### config.mk
export PLATFORM = sky130hd
export DESIGN_NAME = uart_tx_dport_flat
export DESIGN_NICKNAME = d
export VERILOG_FILES = /design/src/rtl/uart_tx_dport_if.sv /design/src/rtl/uart_tx_dport.sv /design/src/flat_wrapper.sv
export SDC_FILE = /design/constraint.sdc
export NUM_CORES = 1
export LEC_CHECK = 0
export CORE_ASPECT_RATIO = 1.5
export CORE_MARGIN = 3
export CORE_UTILIZATION = 53
export DETAILED_ROUTE_END_ITERATION = 12
export HOLD_SLACK_MARGIN = 0.08
export PLACE_DENSITY = 0.8
export REMOVE_ABC_BUFFERS = 1
export SLEW_MARGIN = 20
export SYNTH_ARGS = -nofsm -noshare
export SYNTH_HDL_FRONTEND = slang
export SYNTH_SLANG_ARGS = --single-unit
### constraint.sdc
create_clock -name clk_i -period 3.4 [get_ports clk_i]
set_input_delay 0.51 -clock clk_i [delete_from_list [all_inputs] [get_ports clk_i]]
set_output_delay 0.51 -clock clk_i [all_outputs]
set_load 0.02 [all_outputs]
### src/rtl/uart_tx_dport_if.sv
// rtl/uart_tx_dport_if.sv - mem_d data-port bundle between the core (master) and a responder (slave)
interface uart_tx_dport_if;
   logic [31:0] mem_d_addr_i;
   logic [31:0] mem_d_data_wr_i;
   logic        mem_d_rd_i;
   logic [3:0]  mem_d_wr_i;
   logic [10:0] mem_d_req_tag_i;
   logic        mem_d_accept_o;
   logic        mem_d_ack_o;
   logic        mem_d_error_o;
   logic [10:0] mem_d_resp_tag_o;
   logic [31:0] mem_d_data_rd_o;

   modport slave (
      input  mem_d_addr_i, mem_d_data_wr_i, mem_d_rd_i, mem_d_wr_i, mem_d_req_tag_i,
      output mem_d_accept_o, mem_d_ack_o, mem_d_error_o, mem_d_resp_tag_o, mem_d_data_rd_o
   );

   modport master (
      output mem_d_addr_i, mem_d_data_wr_i, mem_d_rd_i, mem_d_wr_i, mem_d_req_tag_i,
      input  mem_d_accept_o, mem_d_ack_o, mem_d_error_o, mem_d_resp_tag_o, mem_d_data_rd_o
   );
endinterface

### src/rtl/uart_tx_dport.sv
// rtl/uart_tx_dport.sv - mem_d UART window (TXDATA/STATUS/DIV), TX FIFO and 8N1 serializer
// Optional even-parity bit when UART_TX_PARITY_EN is defined.
module uart_tx_dport #(
   parameter logic [31:0] BASE_ADDR  = 32'h92000000,
   parameter int          FIFO_DEPTH = 8,
   parameter logic [15:0] DIV_RESET  = 16'd868
) (
   input  logic                  clk_i,
   input  logic                  rst_i,
   uart_tx_dport_if.slave        bus,
   output logic                  tx_o,
   output logic                  irq_o
);
   localparam int AW = $clog2(FIFO_DEPTH);
`ifdef UART_TX_PARITY_EN
   localparam logic PAR_FLAG = 1'b1;
`else
   localparam logic PAR_FLAG = 1'b0;
`endif

   typedef enum logic [2:0] {S_IDLE, S_START, S_DATA, S_PARITY, S_STOP} state_t;

   logic [7:0]    fifo_q [FIFO_DEPTH];
   logic [AW-1:0] wr_ptr_q, rd_ptr_q;
   logic [AW:0]   cnt_q, cnt_d;
   logic [15:0]   div_q, div_d;
   state_t        state_q;
   logic [15:0]   baud_q;
   logic [2:0]    bit_q;
   logic [7:0]    shift_q;
   logic          tx_q, irq_q;
`ifdef UART_TX_PARITY_EN
   logic          par_q;
`endif
   logic          ack_q, err_q, err_d;
   logic [10:0]   tag_q;
   logic [31:0]   rdata_q, rdata_d;

   logic [3:0]    off;
   logic          hit, is_wr, req, sel_tx, sel_st, sel_div;
   logic          full, empty, accept, take, push, pop;
   logic [3:0]    cnt_sat;
   logic          unused_wdata;

   assign off     = bus.mem_d_addr_i[3:0];
   assign hit     = bus.mem_d_addr_i[31:4] == BASE_ADDR[31:4];
   assign is_wr   = |bus.mem_d_wr_i;
   assign req     = bus.mem_d_rd_i | is_wr;
   assign sel_tx  = hit & (off == 4'h0);
   assign sel_st  = hit & (off == 4'h4);
   assign sel_div = hit & (off == 4'h8);
   assign full    = cnt_q == (AW+1)'(FIFO_DEPTH);
   assign empty   = cnt_q == '0;
   // Only a TXDATA write can be stalled; everything else is taken immediately.
   assign accept  = !(is_wr & sel_tx & full);
   assign take    = req & accept;
   assign push    = take & is_wr & sel_tx & bus.mem_d_wr_i[0];
   assign pop     = !empty & ((state_q == S_IDLE) | ((state_q == S_STOP) & (baud_q == 16'd0)));
   assign cnt_sat = (32'(cnt_q) > 32'd15) ? 4'hF : 4'(cnt_q);
   assign unused_wdata = ^bus.mem_d_data_wr_i[31:16];

   always_comb begin
      cnt_d = cnt_q;
      if (push && !pop)
         cnt_d = cnt_q + 1'b1;
      else if (!push && pop)
         cnt_d = cnt_q - 1'b1;

      div_d = div_q;
      if (take && is_wr && sel_div)
         div_d = (bus.mem_d_data_wr_i[15:0] < 16'd2) ? 16'd2 : bus.mem_d_data_wr_i[15:0];

      rdata_d = 32'h0;
      if (!is_wr && sel_st)
         rdata_d = {24'h0, cnt_sat, PAR_FLAG, empty, full, state_q != S_IDLE};
      else if (!is_wr && sel_div)
         rdata_d = {16'h0, div_q};
      err_d = !(sel_tx | sel_st | sel_div);
   end

   always_ff @(posedge clk_i) begin
      if (push)
         fifo_q[wr_ptr_q] <= bus.mem_d_data_wr_i[7:0];
   end

   always_ff @(posedge clk_i or posedge rst_i) begin
      if (rst_i) begin
         wr_ptr_q <= '0;
         rd_ptr_q <= '0;
         cnt_q    <= '0;
         div_q    <= DIV_RESET;
         ack_q    <= 1'b0;
         err_q    <= 1'b0;
         tag_q    <= 11'h0;
         rdata_q  <= 32'h0;
         irq_q    <= 1'b1;
      end else begin
         if (push)
            wr_ptr_q <= wr_ptr_q + 1'b1;
         if (pop)
            rd_ptr_q <= rd_ptr_q + 1'b1;
         cnt_q <= cnt_d;
         div_q <= div_d;
         ack_q <= take;
         if (take) begin
            err_q   <= err_d;
            tag_q   <= bus.mem_d_req_tag_i;
            rdata_q <= rdata_d;
         end
         irq_q <= empty & (state_q == S_IDLE);
      end
   end

   // Every bit period reloads from div_q, so DIV writes land at the next bit boundary.
   always_ff @(posedge clk_i or posedge rst_i) begin
      if (rst_i) begin
         state_q <= S_IDLE;
         baud_q  <= 16'd0;
         bit_q   <= 3'd0;
         shift_q <= 8'h0;
         tx_q    <= 1'b1;
`ifdef UART_TX_PARITY_EN
         par_q   <= 1'b0;
`endif
      end else begin
         case (state_q)
            S_IDLE: begin
               if (!empty) begin
                  state_q <= S_START;
                  tx_q    <= 1'b0;
                  baud_q  <= div_q - 16'd1;
                  shift_q <= fifo_q[rd_ptr_q];
`ifdef UART_TX_PARITY_EN
                  par_q   <= ^fifo_q[rd_ptr_q];
`endif
               end
            end
            S_START: begin
               if (baud_q == 16'd0) begin
                  state_q <= S_DATA;
                  tx_q    <= shift_q[0];
                  bit_q   <= 3'd0;
                  baud_q  <= div_q - 16'd1;
               end else
                  baud_q <= baud_q - 16'd1;
            end
            S_DATA: begin
               if (baud_q == 16'd0) begin
                  baud_q <= div_q - 16'd1;
                  if (bit_q == 3'd7) begin
`ifdef UART_TX_PARITY_EN
                     state_q <= S_PARITY;
                     tx_q    <= par_q;
`else
                     state_q <= S_STOP;
                     tx_q    <= 1'b1;
`endif
                  end else begin
                     bit_q   <= bit_q + 3'd1;
                     shift_q <= shift_q >> 1;
                     tx_q    <= shift_q[1];
                  end
               end else
                  baud_q <= baud_q - 16'd1;
            end
`ifdef UART_TX_PARITY_EN
            S_PARITY: begin
               if (baud_q == 16'd0) begin
                  state_q <= S_STOP;
                  tx_q    <= 1'b1;
                  baud_q  <= div_q - 16'd1;
               end else
                  baud_q <= baud_q - 16'd1;
            end
`endif
            S_STOP: begin
               if (baud_q == 16'd0) begin
                  if (!empty) begin
                     state_q <= S_START;
                     tx_q    <= 1'b0;
                     baud_q  <= div_q - 16'd1;
                     shift_q <= fifo_q[rd_ptr_q];
`ifdef UART_TX_PARITY_EN
                     par_q   <= ^fifo_q[rd_ptr_q];
`endif
                  end else
                     state_q <= S_IDLE;
               end else
                  baud_q <= baud_q - 16'd1;
            end
            default: begin
               state_q <= S_IDLE;
               tx_q    <= 1'b1;
            end
         endcase
      end
   end

   assign bus.mem_d_accept_o   = accept;
   assign bus.mem_d_ack_o      = ack_q;
   assign bus.mem_d_error_o    = err_q;
   assign bus.mem_d_resp_tag_o = tag_q;
   assign bus.mem_d_data_rd_o  = rdata_q;
   assign tx_o                 = tx_q;
   assign irq_o                = irq_q;
endmodule
### src/flat_wrapper.sv
// flat-port wrapper written by rule: the top's interface ports become plain ports
module uart_tx_dport_flat 
#(
   parameter logic [31:0] BASE_ADDR  = 32'h92000000,
   parameter int          FIFO_DEPTH = 8,
   parameter logic [15:0] DIV_RESET  = 16'd868
)
  (clk_i, rst_i, tx_o, irq_o, bus_mem_d_addr_i, bus_mem_d_data_wr_i, bus_mem_d_rd_i, bus_mem_d_wr_i, bus_mem_d_req_tag_i, bus_mem_d_accept_o, bus_mem_d_ack_o, bus_mem_d_error_o, bus_mem_d_resp_tag_o, bus_mem_d_data_rd_o);
  uart_tx_dport_if bus_i ();
  input  logic clk_i;
  input  logic rst_i;
  output logic tx_o;
  output logic irq_o;
  input wire logic [$bits(bus_i.mem_d_addr_i)-1:0] bus_mem_d_addr_i;
  input wire logic [$bits(bus_i.mem_d_data_wr_i)-1:0] bus_mem_d_data_wr_i;
  input wire logic [$bits(bus_i.mem_d_rd_i)-1:0] bus_mem_d_rd_i;
  input wire logic [$bits(bus_i.mem_d_wr_i)-1:0] bus_mem_d_wr_i;
  input wire logic [$bits(bus_i.mem_d_req_tag_i)-1:0] bus_mem_d_req_tag_i;
  output wire logic [$bits(bus_i.mem_d_accept_o)-1:0] bus_mem_d_accept_o;
  output wire logic [$bits(bus_i.mem_d_ack_o)-1:0] bus_mem_d_ack_o;
  output wire logic [$bits(bus_i.mem_d_error_o)-1:0] bus_mem_d_error_o;
  output wire logic [$bits(bus_i.mem_d_resp_tag_o)-1:0] bus_mem_d_resp_tag_o;
  output wire logic [$bits(bus_i.mem_d_data_rd_o)-1:0] bus_mem_d_data_rd_o;
  assign bus_i.mem_d_addr_i = bus_mem_d_addr_i;
  assign bus_i.mem_d_data_wr_i = bus_mem_d_data_wr_i;
  assign bus_i.mem_d_rd_i = bus_mem_d_rd_i;
  assign bus_i.mem_d_wr_i = bus_mem_d_wr_i;
  assign bus_i.mem_d_req_tag_i = bus_mem_d_req_tag_i;
  assign bus_mem_d_accept_o = bus_i.mem_d_accept_o;
  assign bus_mem_d_ack_o = bus_i.mem_d_ack_o;
  assign bus_mem_d_error_o = bus_i.mem_d_error_o;
  assign bus_mem_d_resp_tag_o = bus_i.mem_d_resp_tag_o;
  assign bus_mem_d_data_rd_o = bus_i.mem_d_data_rd_o;
  uart_tx_dport #(.BASE_ADDR(BASE_ADDR), .FIFO_DEPTH(FIFO_DEPTH), .DIV_RESET(DIV_RESET)) u_core (.clk_i(clk_i), .rst_i(rst_i), .bus(bus_i), .tx_o(tx_o), .irq_o(irq_o));
endmodule
==> impl_results.rst, run 1 <==
.. list-table::
   :header-rows: 1

   * - Metric
     - Value
   * - Total stage count of the critical path
     - 11
   * - Number of instances resized during post-cts repair
     - 0
   * - Count of unique library cells instantiated by Yosys
     - 63
   * - Achievable clock frequency
     - 0.319 GHz
   * - GR Util All Layers
     - 23.2%
   * - Total of flip-flops plus latches after synthesis
     - 151
   * - Category of cells accounting for the largest share of critical-path delay
     - simple AND/OR/NAND/NOR gates
   * - Synthesis-to-finish area growth
     - 23.3%
   * - Hold Path Class
     - flop to flop
   * - Critical Path AT
     - 3.43 ns
   * - Detailed router's first-iteration violation count
     - 215
   * - Number of optimization iterations in the first detailed-route pass
     - 4
   * - Number of slew-limit violations in the final report
     - 0
   * - Area after detailed placement
     - 0.00849 mm^2
   * - Clock slew at reported path FFs
     - 0.06 ns
   * - Die height
     - 150 um
   * - Standard-cell rows
     - 52
   * - Critical Setup Path Class
     - flop to flop
   * - Clock tree from TritonCTS
     - yes
   * - Commonest register cell after synthesis
     - dfrtp_1
   * - Overall overflow remaining after global route
     - 0
   * - # nets final
     - 774
   * - Synth async-reset ratio
     - 57.6%
   * - Placeable core area
     - 0.0135 mm^2
   * - Worst EP required
     - 3.69 ns
   * - I/O Pins
     - 130
   * - Clk root buf
     - clkbuf_16
   * - Slowest cell on crit path
     - or4_1
   * - Yosys Warn Count
     - 0
   * - Port Buf Inserts
     - 97
   * - Final min period
     - 3.13 ns
   * - Final std cell area, no fill
     - 0.00906 mm^2
   * - Worst setup EP type
     - flop
   * - Antenna cells
     - 0
   * - Number of antenna violations at the first check in global routing
     - 0
   * - Number of buffers on the longest clock path
     - 2
   * - Commonest non-fill, non-tap cell in the layout
     - clkdlybuf4s50_1
   * - Starting Density
     - 54.3%
   * - Vias in the first global route
     - 5387
   * - Number of buffers added by the clock tree synthesis step
     - 17
   * - Post-route worst hold slack
     - 0.493 ns
   * - Unrepaired setup endpoints after global routing
     - false
   * - Cell Chain, Critical Path
     - or4_1 > nor4_4 > o21ai_2 > ha_1 > inv_1 > ha_1 > a21o_1 > a21oi_1 > xnor2_1 > nor2_1 > xor2_1
   * - Insertion delay of the later-clocked pin in the worst-skew pair
     - 0.42 ns
   * - Global-route wire length before repair
     - 27100 um
   * - Type of element launching the critical path
     - flop
   * - Die width
     - 102 um
   * - Count of maximum capacitance violations
     - 0
   * - Cell seen most often among critical-path stages
     - ha_1
   * - Status
     - finished, final reports clean
   * - Number of design rule violations left after detail routing
     - 0
   * - Part of the Yosys area used for sequential elements
     - 55.9%
   * - Share of final-layout standard cells stronger than drive strength 1
     - 21.9%
   * - Number of enable flip-flop cells after synthesis
     - 64
   * - Total routed wirelength
     - 16900 um
   * - IR drop worst, VDD
     - 0.000463 V
   * - Most used cells in the layout excluding fill and tap cells
     - clkdlybuf4s50_1 (97), dfrtp_1 (80), edfxtp_1 (64)
   * - Placer Congestion
     - 0.849
   * - Residual antenna-violating net count after detailed routing
     - 0
   * - Setup TNS Final
     - 0 ns
   * - Number of endpoints failing setup at the final stage
     - 0
   * - CP bufs+invs
     - 1
   * - Number of buffers added to fix hold violations after cts
     - 0
   * - Average footprint of a synthesized cell
     - 12.8 um^2
   * - Static Leak
     - 0.00364 uW
   * - Transition time of the tightest slew-check pin
     - 0.922 ns
   * - Via/cell ratio
     - 5.97
   * - Routed length per instance
     - 19.7 um
   * - Worst-path fanout max
     - 8
   * - WHS Path Cells
     - 2
   * - Setup Fix Bufs, Post-CTS
     - 0
   * - Placed cell count
     - 825
   * - Final core utilization
     - 67.0%
   * - Clk_skew
     - 0.00933 ns
   * - Highest cell delay on the worst timing path
     - 0.72 ns
   * - Maximum level of the CTS H-tree
     - 4
   * - Cell Area, Synth
     - 0.00735 mm^2
   * - Floorplan die area
     - 0.0153 mm^2
   * - Total number of clock tree sinks
     - 151
   * - Maximum number of pins on one net before global-route repair
     - 88
   * - Final cell count without fillers
     - 857
   * - Power per unit of standard cell area
     - 474 mW/mm^2
   * - Gate Count Post-Synth
     - 576
   * - Depth of the worst register-to-register path
     - 11
   * - Final number of hold-violating endpoints
     - 0
   * - Slew margin rel.
     - 38.3%
   * - DPL Wire Length
     - 12200 um
   * - Period utilisation layout
     - 92.2%
   * - Vias after detailed routing
     - 5115
-- routing by layer --
metal	share of wire (%)	global-route usage, %	vias to the layer above
li1	-	-	2375
met1	36	25.7	2576
met2	58	42.4	119
met3	3.3	3.85	45
met4	3.1	10.9	0
met5	0	0	-
-- cells in the mapped netlist (4+ instances only) --
master | count | area share (%)
dfrtp_1 | 80 | 27
mux2_2 | 44 | 6.7
or4_1 | 13 | 1.3
a221o_2 | 12 | 1.8
a22oi_1 | 6 | 0.61
a22o_1 | 9 | 1.1
a21oi_1 | 16 | 1.1
nor3_1 | 17 | 1.2
xnor2_1 | 13 | 1.5
o31ai_1 | 5 | 0.51
mux2i_1 | 13 | 1.8
inv_1 | 10 | 0.51
xor2_1 | 9 | 1.1
nand2_1 | 31 | 1.6
or2_2 | 6 | 0.51
mux4_2 | 16 | 4.9
dfstp_2 | 7 | 2.5
or3b_2 | 4 | 0.48
buf_2 | 6 | 0.41
nor2_1 | 36 | 1.8
o21ai_0 | 24 | 1.6
edfxtp_1 | 64 | 26
nand4_1 | 4 | 0.34
buf_4 | 17 | 1.7
nand3_1 | 5 | 0.34
clkbuf_1 | 16 | 0.82
ha_1 | 9 | 1.5
buf_1 | 5 | 0.26
nor4_1 | 22 | 1.9
nor2b_1 | 4 | 0.34
nand2b_1 | 6 | 0.51
-- state kept, by name, summed over array words and instances (netlist names) --
name,cells
u_core.fifo_q,64
u_core.div_q,16
u_core.bus.mem_d_error_o,1
u_core.irq_o,1
u_core.bit_q,3
u_core.bus.mem_d_data_rd_o,16
u_core.bus.mem_d_ack_o,1
u_core.shift_q,8
u_core.rd_ptr_q,3
u_core.cnt_q,4
u_core.tx_o,1
u_core.state_q,3
u_core.wr_ptr_q,3
u_core.baud_q,16
u_core.bus.mem_d_resp_tag_o,11
-- kinds of logic (layout without fill, tap and decap cells) --
logic type | Yosys count | count (layout) | share of synthesized area, %
flip-flops | 151 | 151 | 55.9
other | 1 | 16 | 0.0510
XOR/XNOR | 22 | 22 | 2.62
buffers and inverters | 57 | 161 | 4.09
AND/OR/NAND/NOR | 168 | 168 | 12.7
AO/OA/AOI/OAI | 93 | 93 | 9.30
adder cells (fa/ha/maj) | 11 | 11 | 1.94
multiplexers | 73 | 73 | 13.4
-- report_power, final --
part           switching (uW)  leakage, uW  internal (uW)
combinational             200      0.00169            263
sequential               81.1      0.00167           1960
clock                     722     0.000279           1070
total                    1000      0.00364           3300
-- cell type report --
| type | count | area, um^2 |
|---|---|---|
| Clock buffer | 21 | 472 |
| Sequential cell | 151 | 4110 |
| Timing Repair Buffer | 118 | 1140 |
| Inverter | 11 | 42.5 |
| Clock inverter | 11 | 97.6 |
| Fill cell | 935 | 4470 |
| Multi-Input combinational cell | 383 | 3000 |
| Tap cell | 162 | 203 |
-- stage by stage --
| step | setup slack (ns) | total power [uW] |
|---|---|---|
| 6_report | 0.267 | 4300 |
| 5_1_grt | 0.0795 | 4450 |
| 4_1_cts | 0.259 | 4330 |
| 3_5_place_dp | -0.0220 | 2540 |
| 3_3_place_gp | 0.142 | 2520 |
| 2_1_floorplan | 0.0861 | 2330 |
-- tightest hold or removal path: cells and delay by family, from the launching register on --
family / cells / cell delay, ns
AO/OA/AOI/OAI: 1 / 0.06
flip-flops: 1 / 0.35
AND/OR/NAND/NOR: 1 / 0.05
-- path summary, 6_finish.rpt --
path                                        from                        endpoint  slack (ns)
min in group asynchronous                  rst_i  u_core.bus.mem_d_resp_tag_o[3]        0.50
max in group asynchronous                  rst_i                    u_core.irq_o        2.50
worst min-delay path             u_core.bit_q[2]                 u_core.bit_q[2]        0.49
worst max register to register  u_core.baud_q[6]                 u_core.cnt_q[3]        0.27
worst max-delay path            u_core.baud_q[6]                 u_core.cnt_q[3]        0.27
worst min register to register   u_core.bit_q[2]                 u_core.bit_q[2]        0.49
No activity file was read; power rests on OpenSTA's default activity.
==> inputs of run 2 (changes only) <==
Settings changed: CORE_MARGIN 3 to 10.
==> impl_results.rst, run 2 (synthesis results as in run 1) <==
.. list-table::
   :header-rows: 1

   * - Metric
     - Value
   * - Residual antenna-violating net count after detailed routing
     - 0 (unchanged)
   * - Transition time of the tightest slew-check pin
     - 0.972 ns (+0.0495 ns)
   * - Worst R2R Setup Slack
     - 0.32 ns (+0.05 ns)
   * - Critical Path AT
     - 2.62 ns (-0.81 ns)
   * - Count of maximum capacitance violations
     - 0 (unchanged)
   * - IR drop worst, VDD
     - 0.000433 V (-6.5%)
   * - Worst-path fanout max
     - 7 (-1)
   * - Insertion delay of the later-clocked pin in the worst-skew pair
     - 0.42 ns (about the same)
   * - Crit. Startpoint
     - u_core.cnt_q[0]
   * - Global-route wire length before repair
     - 28400 um (+4.7%)
   * - Starting Density
     - 54.3% (unchanged)
   * - R2R Path Start
     - u_core.baud_q[0]
   * - Wire length on met1
     - 6210 um (+3.3%)
   * - Worst setup margin
     - 0.273 ns (+0.00635 ns)
   * - Length of routed met2 wiring
     - 10500 um (+6.8%)
   * - Power per unit of standard cell area
     - 468 mW/mm^2 (-1.3%)
   * - Number of instances resized during post-cts repair
     - 0 (unchanged)
   * - Slowest cell on crit path
     - or4b_2
   * - Post-route worst hold slack
     - 0.260 ns (-0.233 ns)
   * - Critical Setup Path Class
     - flop to output pin
   * - Unrepaired setup endpoints after global routing
     - false
   * - Die height
     - 164 um (+9.3%)
   * - Number of endpoints failing setup at the final stage
     - 0 (unchanged)
   * - Type of element launching the critical path
     - flop
   * - Die width
     - 116 um (+14%)
   * - Achievable clock frequency
     - 0.320 GHz (+0.20%)
   * - Routed length per instance
     - 20.7 um (+4.9%)
   * - Clock tree from TritonCTS
     - yes
   * - Final number of hold-violating endpoints
     - 0 (unchanged)
   * - Overall overflow remaining after global route
     - 0 (unchanged)
   * - Clock slew at reported path FFs
     - 0.06 ns (about the same)
   * - Number of optimization iterations in the first detailed-route pass
     - 4 (unchanged)
   * - Standard-cell rows
     - 52 (unchanged)
   * - Number of flip-flops under the largest register name
     - 64 (unchanged)
   * - Vias in the first global route
     - 5334 (-0.98%)
   * - I/O Pins
     - 130 (unchanged)
   * - Detailed router's first-iteration violation count
     - 285 (+33%)
   * - Placed cell count
     - 826 (+0.12%)
   * - Worst EP required
     - 2.89 ns (-0.80 ns)
   * - Total chip power
     - 4240 uW (-1.4%)
   * - Largest reg by FF count
     - u_core.fifo_q
   * - Final cell count without fillers
     - 858 (+0.12%)
   * - Most used cells in the layout excluding fill and tap cells
     - clkdlybuf4s50_1 (97), dfrtp_1 (80), edfxtp_1 (64)
   * - Synthesis-to-finish area growth
     - 23.1%
   * - Clk_skew
     - 0.00797 ns (-0.00136 ns)
   * - Number of design rule violations left after detail routing
     - 0 (unchanged)
   * - Clk root buf
     - clkbuf_16
   * - Maximum level of the CTS H-tree
     - 4 (unchanged)
   * - Number of buffers on the longest clock path
     - 2 (unchanged)
   * - Placement-stage worst setup slack
     - -0.00476 ns (+0.0172 ns)
   * - Number of buffers added by the clock tree synthesis step
     - 17 (unchanged)
   * - Floorplan die area
     - 0.0191 mm^2 (+24%)
   * - Capturing point of the worst reg2reg path
     - u_core.cnt_q[3]
   * - Vias after detailed routing
     - 5182 (+1.3%)
   * - Depth of the worst register-to-register path
     - 13 (+2)
   * - Placer Congestion
     - 0.852 (+0.33%)
   * - Commonest non-fill, non-tap cell in the layout
     - clkdlybuf4s50_1
   * - Antenna cells
     - 0 (unchanged)
   * - Total routed wirelength
     - 17700 um (+5.1%)
   * - Cell Chain, Critical Path
     - or4b_2 > nor4_1 > nand2_1 > clkdlybuf4s50_1
   * - Slew margin rel.
     - 35.0% (-3.3 points)
   * - Total number of clock tree sinks
     - 151 (unchanged)
   * - GR Util All Layers
     - 19.3% (-3.9 points)
   * - # nets final
     - 775 (+0.13%)
   * - Highest routed layer
     - met4
   * - Placeable core area
     - 0.0135 mm^2 (unchanged)
   * - Static Leak
     - 0.00364 uW (about the same)
   * - Port Buf Inserts
     - 97 (unchanged)
   * - Final min period
     - 3.13 ns (-0.00635 ns)
   * - Final std cell area, no fill
     - 0.00905 mm^2 (-0.14%)
   * - Share of final-layout standard cells stronger than drive strength 1
     - 22.0% (+0.11 points)
   * - Number of buffers added to fix hold violations after cts
     - 0 (unchanged)
   * - Hold Path Class
     - input pin to async pin
   * - Setup Fix Bufs, Post-CTS
     - 0 (unchanged)
   * - Met3 wire length
     - 601 um (+8.9%)
   * - Number of antenna violations at the first check in global routing
     - 0 (unchanged)
   * - Via/cell ratio
     - 6.04 (+1.2%)
   * - Number of slew-limit violations in the final report
     - 0 (unchanged)
   * - Highest cell delay on the worst timing path
     - 0.75 ns (+0.03 ns)
   * - Worst setup path end
     - bus_mem_d_accept_o
   * - Status
     - finished, final reports clean
   * - Period utilisation layout
     - 92.0% (-0.19 points)
   * - DPL Wire Length
     - 13100 um (+7.4%)
   * - Worst setup EP type
     - output pin
   * - Maximum number of pins on one net before global-route repair
     - 87 (-1.1%)
   * - Area after detailed placement
     - 0.00850 mm^2 (about the same)
[run 2: final cells by class]
type | count | area [um^2]
flip-flops and latches | 151 | 4110
clock buffers | 22 | 479
multi-input cells | 383 | 3000
repair buffers | 119 | 1150
fillers | 959 | 4480
inverters | 11 | 42.5
well taps | 162 | 203
clock inverters | 10 | 70.1
[run 2: stage by stage]
step / utilization (%) / setup TNS, ns
final: 66.9 / 0
after global routing: 66.9 / 0
after CTS: 66.9 / 0
after detailed placement: 62.8 / -0.00476
after global placement: 62.8 / 0
after floorplan: - / 0
[run 2: worst min-delay path by stage]
stage                                                end  cells after the start
after floorplan                          u_core.bit_q[1]                      2
after global routing      u_core.bus.mem_d_resp_tag_o[3]                      2
after CTS                 u_core.bus.mem_d_resp_tag_o[3]                      2
after global placement                   u_core.bit_q[1]                      2
final                     u_core.bus.mem_d_resp_tag_o[3]                      2
after detailed placement                 u_core.bit_q[1]                      2
[run 2: routing by layer]
layer	vias up	GRT usage (%)
met5	-	0
met4	0	7.99
li1	2388	-
met1	2621	19.9
met2	145	36.6
met3	28	3.61
[run 2: critical path, delay by kind of cell (launching register included)]
| family | cells | cell delay, ns |
|---|---|---|
| AND/OR/NAND/NOR | 3 | 1.14 |
| buffers and inverters | 1 | 0.57 |
| flip-flops | 1 | 0.50 |
[run 2: power by group]
| group | leakage (uW) | total (uW) | internal (uW) | switching [uW] |
|---|---|---|---|---|
| logic | 0.00169 | 465 | 262 | 203 |
| clock network | 0.000270 | 1730 | 1010 | 725 |
| registers | 0.00167 | 2040 | 1960 | 76.3 |
